`src/rtl/fetch_queue_pkg.sv`:
```
// Shared types for the fetch queue: the queued entry layout and the bubble instruction.
package fetch_pkg;

  localparam int FQ_ADDR_W  = 64;
  localparam int FQ_INSTR_W = 32;

  localparam logic [31:0] NOP_INSTR = 32'h0000_0013;

  // Entries are stored at the maximum supported widths; narrower builds zero-extend on write.
  typedef struct packed {
    logic [FQ_INSTR_W-1:0] instr;
    logic [FQ_ADDR_W-1:0]  pc;
    logic                  pred_taken;
    logic [1:0]            btb_way;
    logic [FQ_ADDR_W-1:0]  pc_target_pred;
  } fetch_entry_t;

endpackage

```
`src/rtl/fetch_queue_if.sv`:
```
// Fill/head bundle between the instruction cache, the fetch queue and the decode register.
interface fetch_queue_if #(
  parameter int DEPTH       = 4,
  parameter int ADDR_WIDTH  = 64,
  parameter int INSTR_WIDTH = 32
);
  logic                     i_stall_dec;
  logic                     i_fill_valid;
  logic [INSTR_WIDTH-1:0]   i_fill_instr;
  logic [ADDR_WIDTH-1:0]    i_fill_pc;
  logic                     i_fill_pred_taken;
  logic [1:0]               i_fill_btb_way;
  logic [ADDR_WIDTH-1:0]    i_fill_pc_target_pred;
  logic                     o_fill_ready;
  logic                     o_valid;
  logic [INSTR_WIDTH-1:0]   o_instr;
  logic [ADDR_WIDTH-1:0]    o_pc;
  logic [ADDR_WIDTH-1:0]    o_pc_plus4;
  logic                     o_branch_pred_taken;
  logic [1:0]               o_btb_way;
  logic [ADDR_WIDTH-1:0]    o_pc_target_pred;
  logic [$clog2(DEPTH):0]   o_count;

  modport master (
    output i_stall_dec, i_fill_valid, i_fill_instr, i_fill_pc, i_fill_pred_taken,
           i_fill_btb_way, i_fill_pc_target_pred,
    input  o_fill_ready, o_valid, o_instr, o_pc, o_pc_plus4, o_branch_pred_taken,
           o_btb_way, o_pc_target_pred, o_count
  );

  modport slave (
    input  i_stall_dec, i_fill_valid, i_fill_instr, i_fill_pc, i_fill_pred_taken,
           i_fill_btb_way, i_fill_pc_target_pred,
    output o_fill_ready, o_valid, o_instr, o_pc, o_pc_plus4, o_branch_pred_taken,
           o_btb_way, o_pc_target_pred, o_count
  );
endinterface

```
`src/rtl/fetch_queue_mem.sv`:
```
// Entry storage for the fetch queue: one write port, one asynchronous read port, no reset.
module fetch_queue_mem
  import fetch_pkg::*;
#(
  parameter int DEPTH = 4,
  localparam int PTR_W = $clog2(DEPTH)
) (
  input  logic               i_clk,
  input  logic               wr_en,
  input  logic [PTR_W-1:0]   wr_addr,
  input  fetch_entry_t       wr_data,
  input  logic [PTR_W-1:0]   rd_addr,
  output fetch_entry_t       rd_data
);

  fetch_entry_t mem [DEPTH];

  always_ff @(posedge i_clk) begin
    if (wr_en) mem[wr_addr] <= wr_data;
  end

  assign rd_data = mem[rd_addr];

endmodule

```
`src/rtl/fetch_queue.sv`:
```
// Show-ahead instruction queue feeding the decode register with instructions and prediction metadata.
// Optional same-cycle fill-to-head bypass on an empty queue: define FETCH_QUEUE_BYPASS_EN.
module fetch_queue
  import fetch_pkg::*;
#(
  parameter int DEPTH       = 4,
  parameter int ADDR_WIDTH  = 64,
  parameter int INSTR_WIDTH = 32
) (
  input  logic          i_clk,
  input  logic          i_arst,
  input  logic          i_flush,
  fetch_queue_if.slave  fq
);

  localparam int PTR_W = $clog2(DEPTH);
  localparam int CNT_W = PTR_W + 1;

  logic [PTR_W-1:0] wr_ptr;
  logic [PTR_W-1:0] rd_ptr;
  logic [CNT_W-1:0] count;

  fetch_entry_t fill_entry;
  fetch_entry_t mem_head;
  fetch_entry_t head;

  logic empty;
  logic full;
  logic byp;
  logic head_valid;
  logic enq;
  logic mem_deq;

  always_comb begin
    fill_entry                = '0;
    fill_entry.instr          = FQ_INSTR_W'(fq.i_fill_instr);
    fill_entry.pc             = FQ_ADDR_W'(fq.i_fill_pc);
    fill_entry.pred_taken     = fq.i_fill_pred_taken;
    fill_entry.btb_way        = fq.i_fill_btb_way;
    fill_entry.pc_target_pred = FQ_ADDR_W'(fq.i_fill_pc_target_pred);
  end

  assign empty = (count == '0);
  assign full  = (count == CNT_W'(DEPTH));

`ifdef FETCH_QUEUE_BYPASS_EN
  assign byp = empty & fq.i_fill_valid & ~i_flush;
`else
  assign byp = 1'b0;
`endif

  assign head_valid = ~empty | byp;

  // A bypassed fill that decode takes immediately never occupies a slot.
  assign enq     = fq.i_fill_valid & ~full & ~(byp & ~fq.i_stall_dec);
  assign mem_deq = ~empty & ~fq.i_stall_dec;

  fetch_queue_mem #(.DEPTH(DEPTH)) u_mem (
    .i_clk   (i_clk),
    .wr_en   (enq & ~i_flush),
    .wr_addr (wr_ptr),
    .wr_data (fill_entry),
    .rd_addr (rd_ptr),
    .rd_data (mem_head)
  );

  always_ff @(posedge i_clk or posedge i_arst) begin
    if (i_arst) begin
      wr_ptr <= '0;
      rd_ptr <= '0;
      count  <= '0;
    end else if (i_flush) begin
      wr_ptr <= '0;
      rd_ptr <= '0;
      count  <= '0;
    end else begin
      if (enq)     wr_ptr <= wr_ptr + PTR_W'(1);
      if (mem_deq) rd_ptr <= rd_ptr + PTR_W'(1);
      count <= count + CNT_W'(enq) - CNT_W'(mem_deq);
    end
  end

  // Empty queue presents a NOP bubble with all metadata cleared.
  always_comb begin
    head       = '0;
    head.instr = FQ_INSTR_W'(NOP_INSTR);
    if (byp)         head = fill_entry;
    else if (!empty) head = mem_head;
  end

  assign fq.o_fill_ready        = ~full;
  assign fq.o_valid             = head_valid;
  assign fq.o_instr             = head.instr[INSTR_WIDTH-1:0];
  assign fq.o_pc                = head.pc[ADDR_WIDTH-1:0];
  assign fq.o_pc_plus4          = head_valid ? (head.pc[ADDR_WIDTH-1:0] + ADDR_WIDTH'(4))
                                             : '0;
  assign fq.o_branch_pred_taken = head.pred_taken;
  assign fq.o_btb_way           = head.btb_way;
  assign fq.o_pc_target_pred    = head.pc_target_pred[ADDR_WIDTH-1:0];
  assign fq.o_count             = count;

endmodule

```
`src/flat_wrapper.sv`:
```
// flat-port wrapper written by rule: the top's interface ports become plain ports
module fetch_queue_flat import fetch_pkg::*;
#(
  parameter int DEPTH       = 4,
  parameter int ADDR_WIDTH  = 64,
  parameter int INSTR_WIDTH = 32
)
  (i_clk, i_arst, i_flush, fq_i_stall_dec, fq_i_fill_valid, fq_i_fill_instr, fq_i_fill_pc, fq_i_fill_pred_taken, fq_i_fill_btb_way, fq_i_fill_pc_target_pred, fq_o_fill_ready, fq_o_valid, fq_o_instr, fq_o_pc, fq_o_pc_plus4, fq_o_branch_pred_taken, fq_o_btb_way, fq_o_pc_target_pred, fq_o_count);
  fetch_queue_if #(.DEPTH(DEPTH), .ADDR_WIDTH(ADDR_WIDTH), .INSTR_WIDTH(INSTR_WIDTH)) fq_i ();
  input  logic i_clk;
  input  logic i_arst;
  input  logic i_flush;
  input wire logic [$bits(fq_i.i_stall_dec)-1:0] fq_i_stall_dec;
  input wire logic [$bits(fq_i.i_fill_valid)-1:0] fq_i_fill_valid;
  input wire logic [$bits(fq_i.i_fill_instr)-1:0] fq_i_fill_instr;
  input wire logic [$bits(fq_i.i_fill_pc)-1:0] fq_i_fill_pc;
  input wire logic [$bits(fq_i.i_fill_pred_taken)-1:0] fq_i_fill_pred_taken;
  input wire logic [$bits(fq_i.i_fill_btb_way)-1:0] fq_i_fill_btb_way;
  input wire logic [$bits(fq_i.i_fill_pc_target_pred)-1:0] fq_i_fill_pc_target_pred;
  output wire logic [$bits(fq_i.o_fill_ready)-1:0] fq_o_fill_ready;
  output wire logic [$bits(fq_i.o_valid)-1:0] fq_o_valid;
  output wire logic [$bits(fq_i.o_instr)-1:0] fq_o_instr;
  output wire logic [$bits(fq_i.o_pc)-1:0] fq_o_pc;
  output wire logic [$bits(fq_i.o_pc_plus4)-1:0] fq_o_pc_plus4;
  output wire logic [$bits(fq_i.o_branch_pred_taken)-1:0] fq_o_branch_pred_taken;
  output wire logic [$bits(fq_i.o_btb_way)-1:0] fq_o_btb_way;
  output wire logic [$bits(fq_i.o_pc_target_pred)-1:0] fq_o_pc_target_pred;
  output wire logic [$bits(fq_i.o_count)-1:0] fq_o_count;
  assign fq_i.i_stall_dec = fq_i_stall_dec;
  assign fq_i.i_fill_valid = fq_i_fill_valid;
  assign fq_i.i_fill_instr = fq_i_fill_instr;
  assign fq_i.i_fill_pc = fq_i_fill_pc;
  assign fq_i.i_fill_pred_taken = fq_i_fill_pred_taken;
  assign fq_i.i_fill_btb_way = fq_i_fill_btb_way;
  assign fq_i.i_fill_pc_target_pred = fq_i_fill_pc_target_pred;
  assign fq_o_fill_ready = fq_i.o_fill_ready;
  assign fq_o_valid = fq_i.o_valid;
  assign fq_o_instr = fq_i.o_instr;
  assign fq_o_pc = fq_i.o_pc;
  assign fq_o_pc_plus4 = fq_i.o_pc_plus4;
  assign fq_o_branch_pred_taken = fq_i.o_branch_pred_taken;
  assign fq_o_btb_way = fq_i.o_btb_way;
  assign fq_o_pc_target_pred = fq_i.o_pc_target_pred;
  assign fq_o_count = fq_i.o_count;
  fetch_queue #(.DEPTH(DEPTH), .ADDR_WIDTH(ADDR_WIDTH), .INSTR_WIDTH(INSTR_WIDTH)) u_core (.i_clk(i_clk), .i_arst(i_arst), .i_flush(i_flush), .fq(fq_i));
endmodule
```
`config.mk`:
```
export PLATFORM = sky130hd
export DESIGN_NAME = fetch_queue_flat
export DESIGN_NICKNAME = d
export VERILOG_FILES = /design/src/rtl/fetch_queue_pkg.sv /design/src/rtl/fetch_queue_if.sv /design/src/rtl/fetch_queue_mem.sv /design/src/rtl/fetch_queue.sv /design/src/flat_wrapper.sv
export SDC_FILE = /design/constraint.sdc
export NUM_CORES = 1
export LEC_CHECK = 0
export ABC_AREA = 1
export CORE_ASPECT_RATIO = 0.5
export CORE_MARGIN = 1
export CORE_UTILIZATION = 50
export CTS_CLUSTER_DIAMETER = 40
export CTS_CLUSTER_SIZE = 16
export DETAILED_ROUTE_END_ITERATION = 8
export GPL_TIMING_DRIVEN = 0
export PLACE_DENSITY = 0.76
export SLEW_MARGIN = 20
export SYNTH_ARGS = -nofsm -noshare
export SYNTH_HDL_FRONTEND = slang
export SYNTH_HIERARCHICAL = 1
export SYNTH_SLANG_ARGS = --single-unit
```
`constraint.sdc`:
```
create_clock -name i_clk -period 13 [get_ports i_clk]
set_clock_uncertainty 0.15 [all_clocks]
set_input_delay 1.95 -clock i_clk [delete_from_list [all_inputs] [get_ports i_clk]]
set_output_delay 1.95 -clock i_clk [all_outputs]
set_load 0.03 [all_outputs]
```
* After elaboration in Yosys (flattened, before gate mapping)
Memories as Yosys holds them, arrays and structs flattened. Index checks and enable logic that the tools add are counted. Widths: inputs -> output; s select.
Operators by class: add/sub/neg operators 5, eq/ne operators 1, mux-type cells 9, bitwise logic cells 7, reductions and logical operators 3
Operator list (number):
- $mux 163 | 1
- $add 64x3->64 const B | 1
- $mux 64 | 1
- $mux 2 | 4
- $add 2x1->2 const B | 2
- $not 1->1 | 4
- $reduce_bool 2->1 | 2
- $add 3x1->3 | 1
- $and 1x1->1 | 3
- $eq 3x3->1 const B | 1
- $logic_not 3->1 | 1
- $mux 3 | 1
- $sub 3x1->3 | 1
- $mux 1 | 2
Word-level totals: register bits after elaboration 7, memory bits (writable) 652, input port bits 168, output and inout port bits 232, memories kept 1
Memory list:
- u_core.u_mem.mem | depth 4, width 163, rd ports 1, clocked after Yosys merged registers in 0, write ports 1, RTL line fetch_queue_mem.sv:16 | fetch_entry_t mem [DEPTH];

* Logic depth before layout (Yosys ltp)
word-level depth 6, gate-level depth with buffers 18

* Hierarchy
Netlist, hierarchy kept.
By module, submodules not included:
- fetch_queue_mem | instances 1, cells an instance 2561, area an instance 27258.6 µm², seq. area each 19578.8 µm²
- fetch_queue | instances 1, cells an instance 850, area an instance 3799.9 µm², seq. area each 175.2 µm²

* Worst setup path before layout
Ideal clock, no wire load.
path kind input to register, start point in i_flush, end point mem u_core/u_mem/mem[0][0] (netlist name), enable pin, library setup time 0.886 ns, data arrival time 13.264 ns, data required time 11.964 ns, slack -1.300 ns, cell stages on the path 4, buffers on the path 1, path through clkbuf_1 > nor2_1 > inv_1 > nor3_1
On the way: cells in the longest elaborated chain, start to end 4
RTL lines:
- start, declared | RTL line flat_wrapper.sv:12 | input logic i_flush;
- $not 1->1 | RTL line fetch_queue.sv:60 | .wr_en (enq & ~i_flush),
- $and 1x1->1 | RTL line fetch_queue.sv:60
- $mux 1 | RTL line fetch_queue_mem.sv:19 | if (wr_en) mem[wr_addr] <= wr_data;
- $mux 1 (not written as such) | RTL line fetch_queue_mem.sv:19
- end, declared | RTL line fetch_queue_mem.sv:16
No other way between the ends.

* Final worst setup path
start point reg u_core.count[1], in the netlist u_core/fq.o_count[1], end point out fq_o_pc_plus4[62]
On the way: cells in the longest elaborated chain, start to end 4
RTL lines:
- start, declared | RTL line fetch_queue.sv:21 | logic [CNT_W-1:0] count;
- start signal, assigned | RTL line fetch_queue.sv:79 | count <= count + CNT_W'(enq) - CNT_W'(mem_deq);
- $logic_not 3->1 * | RTL line fetch_queue.sv:43 | assign empty = (count == '0);
- $mux 163 | RTL line fetch_queue.sv:88 | else if (!empty) head = mem_head;
- $add 64x3->64 | RTL line fetch_queue.sv:95 | assign fq.o_pc_plus4 = head_valid ? (head.pc[ADDR_WIDTH-1:0] + ADDR_WIDTH'(4))
- $mux 64 * | RTL line fetch_queue.sv:95
- end, declared | RTL line flat_wrapper.sv:24 | output wire logic [$bits(fq_i.o_pc_plus4)-1:0] fq_o_pc_plus4;
Mark *: on every way between the ends. The rest lies on a longest branch, timed or not.

==> reports/qor.txt <==
CTS max path bufs = 3
Max Cap Viol = 0
DR DRC count = 0
Layout cells sized above 1 = 7.152%
Grt peak-use layer = met2
Max-slew headroom = 44.02%
Top FF cell, synth = edfxtp_1
Max Fclk = 0.1339 GHz
Top-count cell post-synth = nand2_1
Initial antenna violation count = 16
Netlist cell types = 27
Cell row count = 64
Static Leak = 17.73 nW
Total GRT Usage = 27.55%
Synth area leader = edfxtp_1
Cell area after layout = 38610 um2
Post-synthesis net count = 3583
Met2 Use GR = 48.89%
CTS Buf Count = 55
Largest net degree at the start of global routing = 17
Fillers = 4839
Crit path arrival time = 5.37 ns
Post-CTS setup buffers = 0
Tot Pwr = 0.008158 W
Final min period = 7.470 ns
Crit end category = primary output
Initial Util = 50.70%
YS warnings = 6
Grt ovf = 0
Remaining antenna violation count = 0
Post-synthesis async set-or-reset flop share = 1.062%
Routed wire length = 88700 um
Final hold violation count = 0
Die Ht = 178.2 um
Most area-consuming cells after synthesis = edfxtp_1 (63%), nand2_1 (12%), inv_1 (11%)
CTS sink count = 659
Vias per cell = 5.008
Register area share after synthesis = 63.60%
Post-synthesis cell count = 3411
R2R setup slack = 9.71 ns
RePlAce Congestion = 0.9691
GR Util met3 = 4.256%
Syn Std Cell Area = 31060 um2
Period Utilization, post-route = 57.46%
Yosys reg bits = 659
CTS tree = built
Clk Latency, worst-skew pair = 0.61 ns
Crit Path Max Fanout = 11
Port Buffers = 398
Final net count = 4128
Critical Path RT = 10.90 ns
Most frequent cells after synthesis = nand2_1 (981), inv_1 (870), edfxtp_1 (652)
Vias = 24160
Power Density = 211.3 nW/um2
Setup crit start kind = flop
Max Slew Vio Count = 0
Die X = 354.5 um
Status = completed
Clock transition at path regs = 0.07 ns
CTS resizes = 0
I/O Pins = 400
Final Setup Violations = 0
Clock tree root buffer cell = clkbuf_16
Placed cell area = 36860 um2
Drt first pass iters = 6
Hpwl dp = 65550 um
Area grow syn2layout = 24.33%
RSZ-0062 raised after global routing = no
Max IR drop VDD = 0.1876 mV
Met1 usage = 32.89%
Setup Crit Path Kind = flop to primary output
# hold bufs at CTS = 0
Die area = 63180 um2
Final Core Density = 63.04%
Post-synth top area share = 63.04%
Hold Path Class = flop to flop
Post-synth EDFFs = 652
Syn avg cell area = 9.105 um2
Drt wl/cell = 18.39 um
H-tree levels = 2
Core area = 61260 um2
Drt initial violations = 2181
Number of global-route vias before repair = 22880
First-pass GRT wire length = 130700 um
Worst slew pin tran = 0.8351 ns
## sequential cells by signal, indices dropped and copies added (netlist names)
name	count
u_core/fq.o_count	3
u_core/wr_ptr	2
u_core/rd_ptr	2
u_core/u_mem/mem	652
## layout by cell type, fill, tap and decap left out, types with 6 or more instances in the layout
cell type        count
a21oi_1              6
buf_1               10
buf_2               87
buf_4               74
buf_6               27
clkbuf_1            32
clkbuf_16           55
clkdlybuf4s50_1    398
dfrtp_1              7
diode_2             14
edfxtp_1           652
inv_1              870
nand2_1            981
nand3_1            401
nand4_1             15
nor2_1             272
nor2_2               8
nor3_1              14
xor2_1              23
## cell type report
type / count / area, um2 / area share, %
Multi-Input combinational cell: 1745 / 7383 / 19.12
Inverter: 873 / 3277 / 8.486
Antenna cell: 14 / 35.03 / 0.09073
Clock inverter: 25 / 320.3 / 0.8295
Clock buffer: 61 / 1399 / 3.623
Sequential cell: 659 / 19750 / 51.16
Tap cell: 825 / 1032 / 2.673
Buffer: 134 / 664.4 / 1.721
Timing Repair Buffer: 488 / 4750 / 12.30
## worst max-delay path, cell delays in order, from the launching register on
cell             delay (ns)
dfrtp_1                0.43
nor2_1                 0.12
nand2_4                0.16
buf_2                  0.24
inv_1                  0.27
buf_2                  0.35
buf_2                  0.27
nor2_1                 0.26
ha_1                   0.40
inv_1                  0.13
nor2_2                 0.25
inv_1                  0.15
nor2_2                 0.33
nand2_1                0.25
nor2_1                 0.15
nor2_1                 0.05
nor2_1                 0.22
clkdlybuf4s50_1        0.72
## per-stage QoR
step	hold slack, ns	std cells	TNS [ns]	setup slack, ns
after detailed placement	0.4759	4724	0	6.222
after floorplan	0.4325	3411	-847.46	-1.300
final	0.4801	4824	0	5.530
after global placement	0.4513	4634	-6910.88	-10.78
after CTS	0.4862	4810	0	5.566
after global routing	0.5558	4823	0	5.316
## worst paths after layout
kind	start	to	depth (start not counted)
min in group asynchronous	i_arst	u_core/fq.o_count[0]	2
max	u_core/fq.o_count[1]	fq_o_pc_plus4[62]	17
max in group asynchronous	i_arst	u_core/fq.o_count[2]	2
min	u_core/rd_ptr[1]	u_core/rd_ptr[1]	3
min reg2reg	u_core/rd_ptr[1]	u_core/rd_ptr[1]	3
max reg2reg	u_core/fq.o_count[1]	u_core/u_mem/mem[3][45]	12
## routing by layer
layer	vias up	part of all wire, %	wire length, um
li1	11550	-	-
met1	11440	37	32850
met2	952	51	45220
met3	209	7.0	6230
met4	2	4.9	4384
met5	-	0.012	11
## cell families (layout without fill, tap and decap cells)
| group | count (synthesis) | in the layout | share of synthesized area, % |
|---|---|---|---|
| other cells | 0 | 14 | 0 |
| compound gates | 9 | 9 | 0.1531 |
| xor+xnor | 27 | 27 | 0.7614 |
| buf+inv | 1007 | 1581 | 12.69 |
| fa+ha+maj | 4 | 4 | 0.1853 |
| simple gates | 1705 | 1705 | 22.61 |
| flops | 659 | 659 | 63.60 |
## report_power, final
group	total, W	internal (W)	switching, W
clock	0.00163	0.000879	0.000756
sequential	0.00248	0.00246	0.0000295
combinational	0.00404	0.00134	0.00270
total	0.00816	0.00467	0.00349
No activity file was read; power rests on OpenSTA's default activity.
